--- src/rtl/comb_equalizer_if.sv ---
// Sample-strobed I/Q bus between the comb equalizer and its neighbours.
// slave is the equalizer side, master the source/sink side.
interface comb_equalizer_if #(
    parameter int BIT_WIDTH = 16
);
    logic                        strobe_in;
    logic signed [BIT_WIDTH-1:0] i_in;
    logic signed [BIT_WIDTH-1:0] q_in;
    logic                        strobe_out;
    logic signed [BIT_WIDTH-1:0] i_out;
    logic signed [BIT_WIDTH-1:0] q_out;
    logic                        overflow;

    modport master (
        output strobe_in, i_in, q_in,
        input  strobe_out, i_out, q_out, overflow
    );

    modport slave (
        input  strobe_in, i_in, q_in,
        output strobe_out, i_out, q_out, overflow
    );
endinterface

--- src/rtl/comb_equalizer.sv ---
// Feed-forward inverse of the receive comb resonator on I and Q:
// x = y + y[n-D] - (y[n-D] >>> FB_SHIFT), saturated, with clip flag.
module comb_equalizer #(
    parameter int BIT_WIDTH  = 16,
    parameter int DELAY_LOG2 = 3,
    parameter int FB_SHIFT   = 3
) (
    input  logic             clock,
    input  logic             reset,
    comb_equalizer_if.slave  bus
);
    localparam int D  = 1 << DELAY_LOG2;
    localparam int W2 = BIT_WIDTH + 2;

    localparam logic signed [W2-1:0] SMAX =
        {3'b000, {(BIT_WIDTH-1){1'b1}}};
    localparam logic signed [W2-1:0] SMIN =
        {3'b111, {(BIT_WIDTH-1){1'b0}}};
    localparam logic [DELAY_LOG2:0] FILL_LAST =
        (DELAY_LOG2+1)'(D - 1);

    typedef enum logic {PRIME, RUN} state_t;

    state_t                      r_state;
    logic [DELAY_LOG2-1:0]       r_wr_ptr;
    logic [DELAY_LOG2:0]         r_fill_cnt;
    logic signed [BIT_WIDTH-1:0] r_ram_i [D];
    logic signed [BIT_WIDTH-1:0] r_ram_q [D];
    logic signed [BIT_WIDTH-1:0] r_i_out;
    logic signed [BIT_WIDTH-1:0] r_q_out;
    logic                        r_strobe_out;
    logic                        r_overflow;

    logic signed [BIT_WIDTH-1:0] w_i_d;
    logic signed [BIT_WIDTH-1:0] w_q_d;
    logic [BIT_WIDTH:0]          w_i_res;
    logic [BIT_WIDTH:0]          w_q_res;

    function automatic logic [BIT_WIDTH:0] eq_sat(
        input logic signed [BIT_WIDTH-1:0] x,
        input logic signed [BIT_WIDTH-1:0] d
    );
        logic signed [W2-1:0] xe;
        logic signed [W2-1:0] de;
        logic signed [W2-1:0] s;
        xe = {{2{x[BIT_WIDTH-1]}}, x};
        de = {{2{d[BIT_WIDTH-1]}}, d};
        s  = xe + de - (de >>> FB_SHIFT);
        if (s > SMAX)
            return {1'b1, SMAX[BIT_WIDTH-1:0]};
        else if (s < SMIN)
            return {1'b1, SMIN[BIT_WIDTH-1:0]};
        else
            return {1'b0, s[BIT_WIDTH-1:0]};
    endfunction

    // History is masked until the delay line has been refilled since reset.
    assign w_i_d = (r_state == RUN) ? r_ram_i[r_wr_ptr] : '0;
    assign w_q_d = (r_state == RUN) ? r_ram_q[r_wr_ptr] : '0;

    assign w_i_res = eq_sat(bus.i_in, w_i_d);
    assign w_q_res = eq_sat(bus.q_in, w_q_d);

    always_ff @(posedge clock) begin
        if (bus.strobe_in && !reset) begin
            r_ram_i[r_wr_ptr] <= bus.i_in;
            r_ram_q[r_wr_ptr] <= bus.q_in;
        end
    end

    always_ff @(posedge clock or posedge reset) begin
        if (reset) begin
            r_state      <= PRIME;
            r_wr_ptr     <= '0;
            r_fill_cnt   <= '0;
            r_i_out      <= '0;
            r_q_out      <= '0;
            r_strobe_out <= 1'b0;
            r_overflow   <= 1'b0;
        end else begin
            r_strobe_out <= bus.strobe_in;
            r_overflow   <= 1'b0;
            if (bus.strobe_in) begin
                r_wr_ptr   <= r_wr_ptr + 1'b1;
                r_i_out    <= w_i_res[BIT_WIDTH-1:0];
                r_q_out    <= w_q_res[BIT_WIDTH-1:0];
                r_overflow <= w_i_res[BIT_WIDTH] | w_q_res[BIT_WIDTH];
                unique case (r_state)
                    PRIME: begin
                        r_fill_cnt <= r_fill_cnt + 1'b1;
                        if (r_fill_cnt == FILL_LAST)
                            r_state <= RUN;
                    end
                    RUN: r_state <= RUN;
                    default: r_state <= PRIME;
                endcase
            end
        end
    end

    assign bus.strobe_out = r_strobe_out;
    assign bus.i_out      = r_i_out;
    assign bus.q_out      = r_q_out;
    assign bus.overflow   = r_overflow;
endmodule

--- src/flat_wrapper.sv ---
// flat-port wrapper written by rule: the top's interface ports become plain ports
module comb_equalizer_flat 
#(
    parameter int BIT_WIDTH  = 16,
    parameter int DELAY_LOG2 = 3,
    parameter int FB_SHIFT   = 3
)
  (clock, reset, bus_strobe_in, bus_i_in, bus_q_in, bus_strobe_out, bus_i_out, bus_q_out, bus_overflow);
  comb_equalizer_if #(.BIT_WIDTH(BIT_WIDTH)) bus_i ();
  input  logic clock;
  input  logic reset;
  input wire logic [$bits(bus_i.strobe_in)-1:0] bus_strobe_in;
  input wire logic [$bits(bus_i.i_in)-1:0] bus_i_in;
  input wire logic [$bits(bus_i.q_in)-1:0] bus_q_in;
  output wire logic [$bits(bus_i.strobe_out)-1:0] bus_strobe_out;
  output wire logic [$bits(bus_i.i_out)-1:0] bus_i_out;
  output wire logic [$bits(bus_i.q_out)-1:0] bus_q_out;
  output wire logic [$bits(bus_i.overflow)-1:0] bus_overflow;
  assign bus_i.strobe_in = bus_strobe_in;
  assign bus_i.i_in = bus_i_in;
  assign bus_i.q_in = bus_q_in;
  assign bus_strobe_out = bus_i.strobe_out;
  assign bus_i_out = bus_i.i_out;
  assign bus_q_out = bus_i.q_out;
  assign bus_overflow = bus_i.overflow;
  comb_equalizer #(.BIT_WIDTH(BIT_WIDTH), .DELAY_LOG2(DELAY_LOG2), .FB_SHIFT(FB_SHIFT)) u_core (.clock(clock), .reset(reset), .bus(bus_i));
endmodule
--- config.mk ---
export PLATFORM = sky130hd
export DESIGN_NAME = comb_equalizer_flat
export DESIGN_NICKNAME = d
export VERILOG_FILES = /design/src/rtl/comb_equalizer_if.sv /design/src/rtl/comb_equalizer.sv /design/src/flat_wrapper.sv
export SDC_FILE = /design/constraint.sdc
export NUM_CORES = 1
export LEC_CHECK = 0
export BUFFER_PORTS_ARGS = -buffer_cell sky130_fd_sc_hd__buf_2
export CELL_PAD_IN_SITES_DETAIL_PLACEMENT = 0
export CELL_PAD_IN_SITES_GLOBAL_PLACEMENT = 1
export CORE_MARGIN = 1
export CORE_UTILIZATION = 51
export CTS_CLUSTER_DIAMETER = 150
export DETAILED_ROUTE_END_ITERATION = 8
export PLACE_DENSITY = 0.84
export SYNTH_ARGS = -nofsm -noshare
export SYNTH_HDL_FRONTEND = slang
export SYNTH_SLANG_ARGS = --single-unit
--- constraint.sdc ---
create_clock -name clock -period 6.5 [get_ports clock]
set_clock_uncertainty 0.15 [all_clocks]
set_input_delay 0.65 -clock clock [delete_from_list [all_inputs] [get_ports clock]]
set_output_delay 0.65 -clock clock [all_outputs]
set_load 0.05 [all_outputs]
==> metrics.md, run 1 <==
| Metric | Value |
|---|---|
| Setup TNS | `0 ns` |
| Fin. Hold Viols | `0` |
| Largest net degree at the start of global routing | `54` |
| CP max stage delay | `0.88 ns` |
| Cells after DPL | `1,439` |
| Combinational family with the most area after synthesis | `compound AO/OA/AOI/OAI gates` |
| Vias in the first global route | `8,494` |
| Die H | `168.3 um` |
| Synth top area share | `54.53%` |
| Clk root buf | `clkbuf_16` |
| Max Cap Viol | `0` |
| Simple-gate area share of the yosys netlist | `6.426%` |
| Setup WS pre-CTS | `1.059 ns` |
| Sink Count | `298` |
| Port bufs | `68` |
| Total track usage | `22.72%` |
| Fin cells | `1,489` |
| Post-Syn Area | `14,100 um^2` |
| Initial Util | `52.16%` |
| Clock Latency Late Sink | `0.54 ns` |
| HP Class | `primary input to async pin` |
| Routed Antenna Nets | `0` |
| Post-Syn Nets | `1,164` |
| Tcrit/Tclk final | `85.04%` |
| Die area | `28,310 um^2` |
| WP data arrival | `5.85 ns` |
| Critical path type | `register to register` |
| Io pins | `69` |
| CTS H-tree depth | `1` |
| Status | `completed` |
| Final Critical Period | `5.528 ns` |
| Grt total ovfl | `0` |
| Vias per cell | `5.903` |
| Fill cells | `2,159` |
| Dominant cell type by area after synthesis | `edfxtp_1` |
| Share of cells above drive strength 1 | `16.55%` |
| DR pass1 iterations | `7` |
| Adder-cell share of the synthesized area | `7.988%` |
| Initial antenna violation count | `1` |
| Nets | `1,236` |
| CP startpoint kind | `register` |
| Setup WS post-layout | `0.9722 ns` |
| TritonCTS clock tree | `yes` |
| Top cells by area, synth | `edfxtp_1 (55%), dfrtp_1 (7.5%), a22o_1 (6.0%)` |
| CTS Buf Count | `29` |
| First-pass GRT wire length | `49,140 um` |
| Synth Area in Compound Gates | `16.18%` |
| Wire per inst | `21.41 um` |
| N_diodes | `0` |
| Core Area | `27,030 um^2` |
| DP HPWL | `20,630 um` |
| XOR/XNOR Fraction of Synth Area | `1.677%` |
| Proportion of synthesized area in mux cells | `0.4526%` |
| Seq/Total Area, Yosys | `61.99%` |
| Crit-path cells | `and3_1 > buf_4 > a22o_1 > o41ai_1 > inv_1 > ha_1 > inv_1 > ha_1 > fa_1 > a21oi_1 > o211ai_1 > o211a_1 > a311o_1 > o2111ai_2 > a21o_4 > o21ai_0 > a21oi_2` |
| # resized after CTS | `0` |
| FMAX | `0.1809 GHz` |
| Post-Syn Instances | `1,057` |
| Routability congestion estimate | `0.8199` |
| Clock Path Buffers | `3` |
| Postcts setup bufs | `0` |
| Buf/Inv on CP | `3` |
| Rel. slew slack | `27.51%` |
| RSZ-0062 raised after global routing | `false` |
| Die span in x | `168.3 um` |
| Slowest-stage cell, CP | `o41ai_1` |
| Final setup vio count | `0` |
| CTS Hold Bufs | `0` |
| CP delay by family, top | `compound AO/OA/AOI/OAI gates` |
| Element type at the critical path end | `register` |
| Final WL | `31,870 um` |
| Clk slew on worst S/H paths | `0.06 ns` |
| Vias | `8,790` |
| Worst Path Required | `6.82 ns` |
| Worst-path fanout max | `18` |
| 1st-iter DRT viols | `982` |
| Worst-Margin Slew | `1.073 ns` |
| Area Overhead vs Synth | `11.69%` |
| Synth Flop Type | `edfxtp_1` |
| Unique masters post-synth | `72` |
| Yosys warns | `0` |
| Rows | `60` |
| Fraction of registers with async set or reset after synthesis | `14.09%` |
| EDFF count, synth | `256` |
| Remaining DRCs | `0` |
| Syn avg cell area | `13.34 um^2` |
| Max-slew violation count | `0` |
| Number of synthesized register bits | `298` |
==> stage by stage <==
stage	area (um^2)	utilization (%)	hold WS, ns
final	15750	58.26	0.1290
after global routing	15750	58.26	0.1766
after CTS	15750	58.26	0.1455
after detailed placement	14810	54.81	0.3147
after global placement	14810	54.81	0.3174
after floorplan	14100	-	0.2955
==> cell usage in the layout, fill, tap and decap left out, types with 5 or more instances in the layout <==
cell type  count
nand4_1       13
nor3_1         6
nand3_1       13
dfrtp_1       42
xnor2_1       17
ha_1          42
nor2_1        49
a21oi_1       36
fa_1          30
a22oi_1       32
and3_1        11
buf_2         68
inv_1        128
a22o_1        96
o21a_1         5
clkbuf_16     29
a21oi_2       24
clkinv_1       7
o211ai_1       5
buf_4         25
a21o_1        12
nand2_1       58
o21ai_0       17
o41ai_1       25
edfxtp_1     256
xor2_1        10
==> flip-flops by register name (all words and copies together) (netlist names) <==
register               count
u_core.bus.i_out          16
u_core.bus.overflow        1
u_core.bus.q_out          16
u_core.bus.strobe_out      1
u_core.r_fill_cnt          4
u_core.r_ram_i           128
u_core.r_ram_q           128
u_core.r_state             1
u_core.r_wr_ptr            3
==> metal layers <==
layer  track usage [%]  part of all wire (%)  vias up
li1                  -                     -     4072
met1             33.77                    45     4289
met2             35.67                    45      390
met3             3.738                   8.3       37
met4             4.071                   1.2        2
met5                 0                 0.038        -
==> final cells by class <==
class	count	area [um^2]	area share [%]
Inverter	129	484.2	3.075
Multi-Input combinational cell	578	4636	29.44
Timing Repair Buffer	93	528.0	3.353
Clock buffer	31	733.2	4.657
Sequential cell	298	8738	55.50
Tap cell	341	426.7	2.710
Clock inverter	19	198.9	1.264
==> path summary, 6_finish.rpt <==
check / from / endpoint / slack (ns) / cells past startpoint
min in group clock: bus_i_in[12] / u_core.r_ram_i[2][12] / 0.25 / 1
min: reset / u_core.bus.q_out[12] / 0.13 / 3
max in group asynchronous: reset / u_core.r_wr_ptr[1] / 5.63 / 3
min reg2reg: u_core.r_fill_cnt[3] / u_core.r_fill_cnt[3] / 0.32 / 1
max reg2reg: u_core.r_wr_ptr[1] / u_core.bus.i_out[10] / 0.97 / 17
max: u_core.r_wr_ptr[1] / u_core.bus.i_out[10] / 0.97 / 17
==> synthesized netlist by cell type (7+ instances only) <==
library cell,number
nor2_1,50
and3_1,11
nor3_1,7
edfxtp_1,256
dfrtp_1,42
a21oi_2,24
a22oi_1,32
inv_1,129
nand4_1,13
xnor2_1,17
a22o_1,96
a21oi_1,36
nand2_1,58
nand3_1,13
buf_2,10
clkbuf_1,36
ha_1,42
o21ai_0,17
o41ai_1,25
a21o_1,12
xor2_1,10
fa_1,30
==> tightest hold or removal path, cell delays in order <==
cell,delay [ns]
buf_2,0.10
inv_2,0.03
buf_4,0.51
==> logic make-up after synthesis <==
family / after synthesis
adder cells (fa/ha/maj): 72
buffers and inverters: 181
multiplexers: 6
XOR/XNOR: 27
flip-flops: 298
AND/OR/NAND/NOR: 184
AO/OA/AOI/OAI: 289
Power of run 1 is not shown: default switching activity piles up to over one toggle a cycle in this logic, so the estimate is an artifact.
==> run 2: changes to the inputs <==
--- a/config.mk
+++ b/config.mk
@@ -5,14 +5,15 @@
 export SDC_FILE = /design/constraint.sdc
 export NUM_CORES = 1
 export LEC_CHECK = 0
-export BUFFER_PORTS_ARGS = -buffer_cell sky130_fd_sc_hd__buf_2
 export CELL_PAD_IN_SITES_DETAIL_PLACEMENT = 0
 export CELL_PAD_IN_SITES_GLOBAL_PLACEMENT = 1
 export CORE_MARGIN = 1
-export CORE_UTILIZATION = 51
+export CORE_UTILIZATION = 53
 export CTS_CLUSTER_DIAMETER = 150
 export DETAILED_ROUTE_END_ITERATION = 8
+export DONT_BUFFER_PORTS = 1
 export PLACE_DENSITY = 0.84
+export RECOVER_POWER = 100
 export SYNTH_ARGS = -nofsm -noshare
 export SYNTH_HDL_FRONTEND = slang
 export SYNTH_SLANG_ARGS = --single-unit
==> metrics.md, run 2 (synthesized netlist as in run 1, its figures left out) <==
| Metric | Value |
|---|---|
| Remaining DRCs | `0` |
| CTS Buf Count | `30` |
| Postcts setup bufs | `0` |
| CP startpoint kind | `register` |
| Max Cap Viol | `6` |
| Area Overhead vs Synth | `9.000%` |
| Vias per cell | `6.125` |
| Rel. slew slack | `-86.02%` |
| Commonest cells after routing, fill and taps aside | `edfxtp_1 (256), inv_1 (129), a22o_1 (96), nand2_1 (58), a21oi_1 (50)` |
| N_diodes | `0` |
| Element type at the critical path end | `register` |
| DR pass1 iterations | `5` |
| Worst-path fanout max | `18` |
| Total track usage | `23.64%` |
| Regs by FF count | `u_core.r_ram_i (128), u_core.r_ram_q (128)` |
| TritonCTS clock tree | `yes` |
| Die span in x | `165.1 um` |
| Hold depth | `0` |
| Commonest non-fill, non-tap cell in the layout | `edfxtp_1` |
| Grt total ovfl | `0` |
| Vias in the first global route | `8,247` |
| Io pins | `69` |
| Worst Path Required | `6.84 ns` |
| Worst reg2reg path depth | `16` |
| Routability congestion estimate | `0.8988` |
| WP data arrival | `6.12 ns` |
| Violated checks | `capacitance limit, slew limit` |
| DP HPWL | `20,670 um` |
| Wire per inst | `22.40 um` |
| Status | `finished, violations left` |
| Setup TNS | `0 ns` |
| Sequential cell area | `8738 um^2` |
| Initial Util | `54.10%` |
| Clk root buf | `clkbuf_16` |
| Fin. Hold Viols | `0` |
| Nets | `1,167` |
| Final Critical Period | `5.782 ns` |
| Share of cells above drive strength 1 | `8.148%` |
| FMAX | `0.1730 GHz` |
| Die area | `27,250 um^2` |
| Clk slew on worst S/H paths | `0.06 ns` |
| Tcrit/Tclk final | `88.95%` |
| Final setup vio count | `0` |
| Routed Antenna Nets | `0` |
| RSZ-0062 raised after global routing | `false` |
| Final WL | `31,690 um` |
| Critical path type | `register to register` |
| Clock Path Buffers | `3` |
| 1st-iter DRT viols | `777` |
| Core Area | `26,060 um^2` |
| First-pass GRT wire length | `48,330 um` |
| Clock Latency Late Sink | `0.56 ns` |
| Largest net degree at the start of global routing | `54` |
| Rows | `59` |
| Initial antenna violation count | `0` |
| Port bufs | `0` |
| Vias | `8,667` |
| Worst-Margin Slew | `2.790 ns` |
| Fill cells | `2,042` |
| Die H | `165.1 um` |
| Cells after DPL | `1,362` |
| Fin cells | `1,415` |
| CTS H-tree depth | `1` |
| Sink Count | `298` |
| HP Class | `primary input to register` |
| Multi-input combinational cell area | `4567 um^2` |
| Max-slew violation count | `203` |
run 2: cell type report:
cell class | instances | share of cell area, %
multi-input cells | 578 | 29.72
inverters | 129 | 3.151
repair buffers | 23 | 0.9201
well taps | 335 | 2.728
flip-flops and latches | 298 | 56.87
clock inverters | 17 | 1.466
clock buffers | 35 | 5.146
run 2: stage by stage:
stage	util (%)	setup slack (ns)	area (um^2)	hold WS [ns]
5_1_grt	58.97	0.3688	15370	0.01382
6_report	58.97	0.7184	15370	0.03499
4_1_cts	59.37	1.109	15470	0.01273
3_3_place_gp	55.43	1.183	14450	0.3128
3_5_place_dp	55.43	1.152	14450	0.3190
2_1_floorplan	-	1.992	14100	0.2955
run 2: repair_timing:
action | 4_1_cts | 5_1_grt
hold buffers | 1 | 0
hold endpoints to repair | 1 | 0
gates resized for setup | 0 | 0
run 2: final timing paths:
| check | startpoint | end | slack, ns |
|---|---|---|---|
| min in group asynchronous | reset | u_core.bus.q_out[14] | 0.88 |
| setup reg to reg | u_core.r_wr_ptr[2] | u_core.bus.i_out[10] | 0.72 |
| hold reg to reg | u_core.r_fill_cnt[3] | u_core.r_fill_cnt[3] | 0.32 |
| hold / removal | bus_q_in[6] | u_core.r_ram_q[2][6] | 0.03 |
| setup / recovery | u_core.r_wr_ptr[2] | u_core.bus.i_out[10] | 0.72 |
| max in group asynchronous | reset | u_core.bus.i_out[15] | 3.73 |
run 2: worst max-delay path, cell delays in order (launching register included):
cell and delay (ns):
dfrtp_1 0.50, and3b_1 0.52, clkbuf_1 0.56, a22o_1 0.40
o41ai_1 0.78, inv_1 0.15, fa_1 0.55, inv_1 0.05
ha_1 0.34, a21oi_1 0.25, o211ai_1 0.14, o211a_1 0.19
a311o_1 0.39, o2111ai_2 0.12, a21o_4 0.28, o21ai_0 0.17
a21oi_2 0.15
run 2: metal layers:
metal  part of all wire [%]  track usage [%]
met1                     44            34.77
met3                    9.7            5.270
met5                      0                0
met2                     45            36.29
met4                    1.4            4.462
Power of run 2 is left out for the same reason.
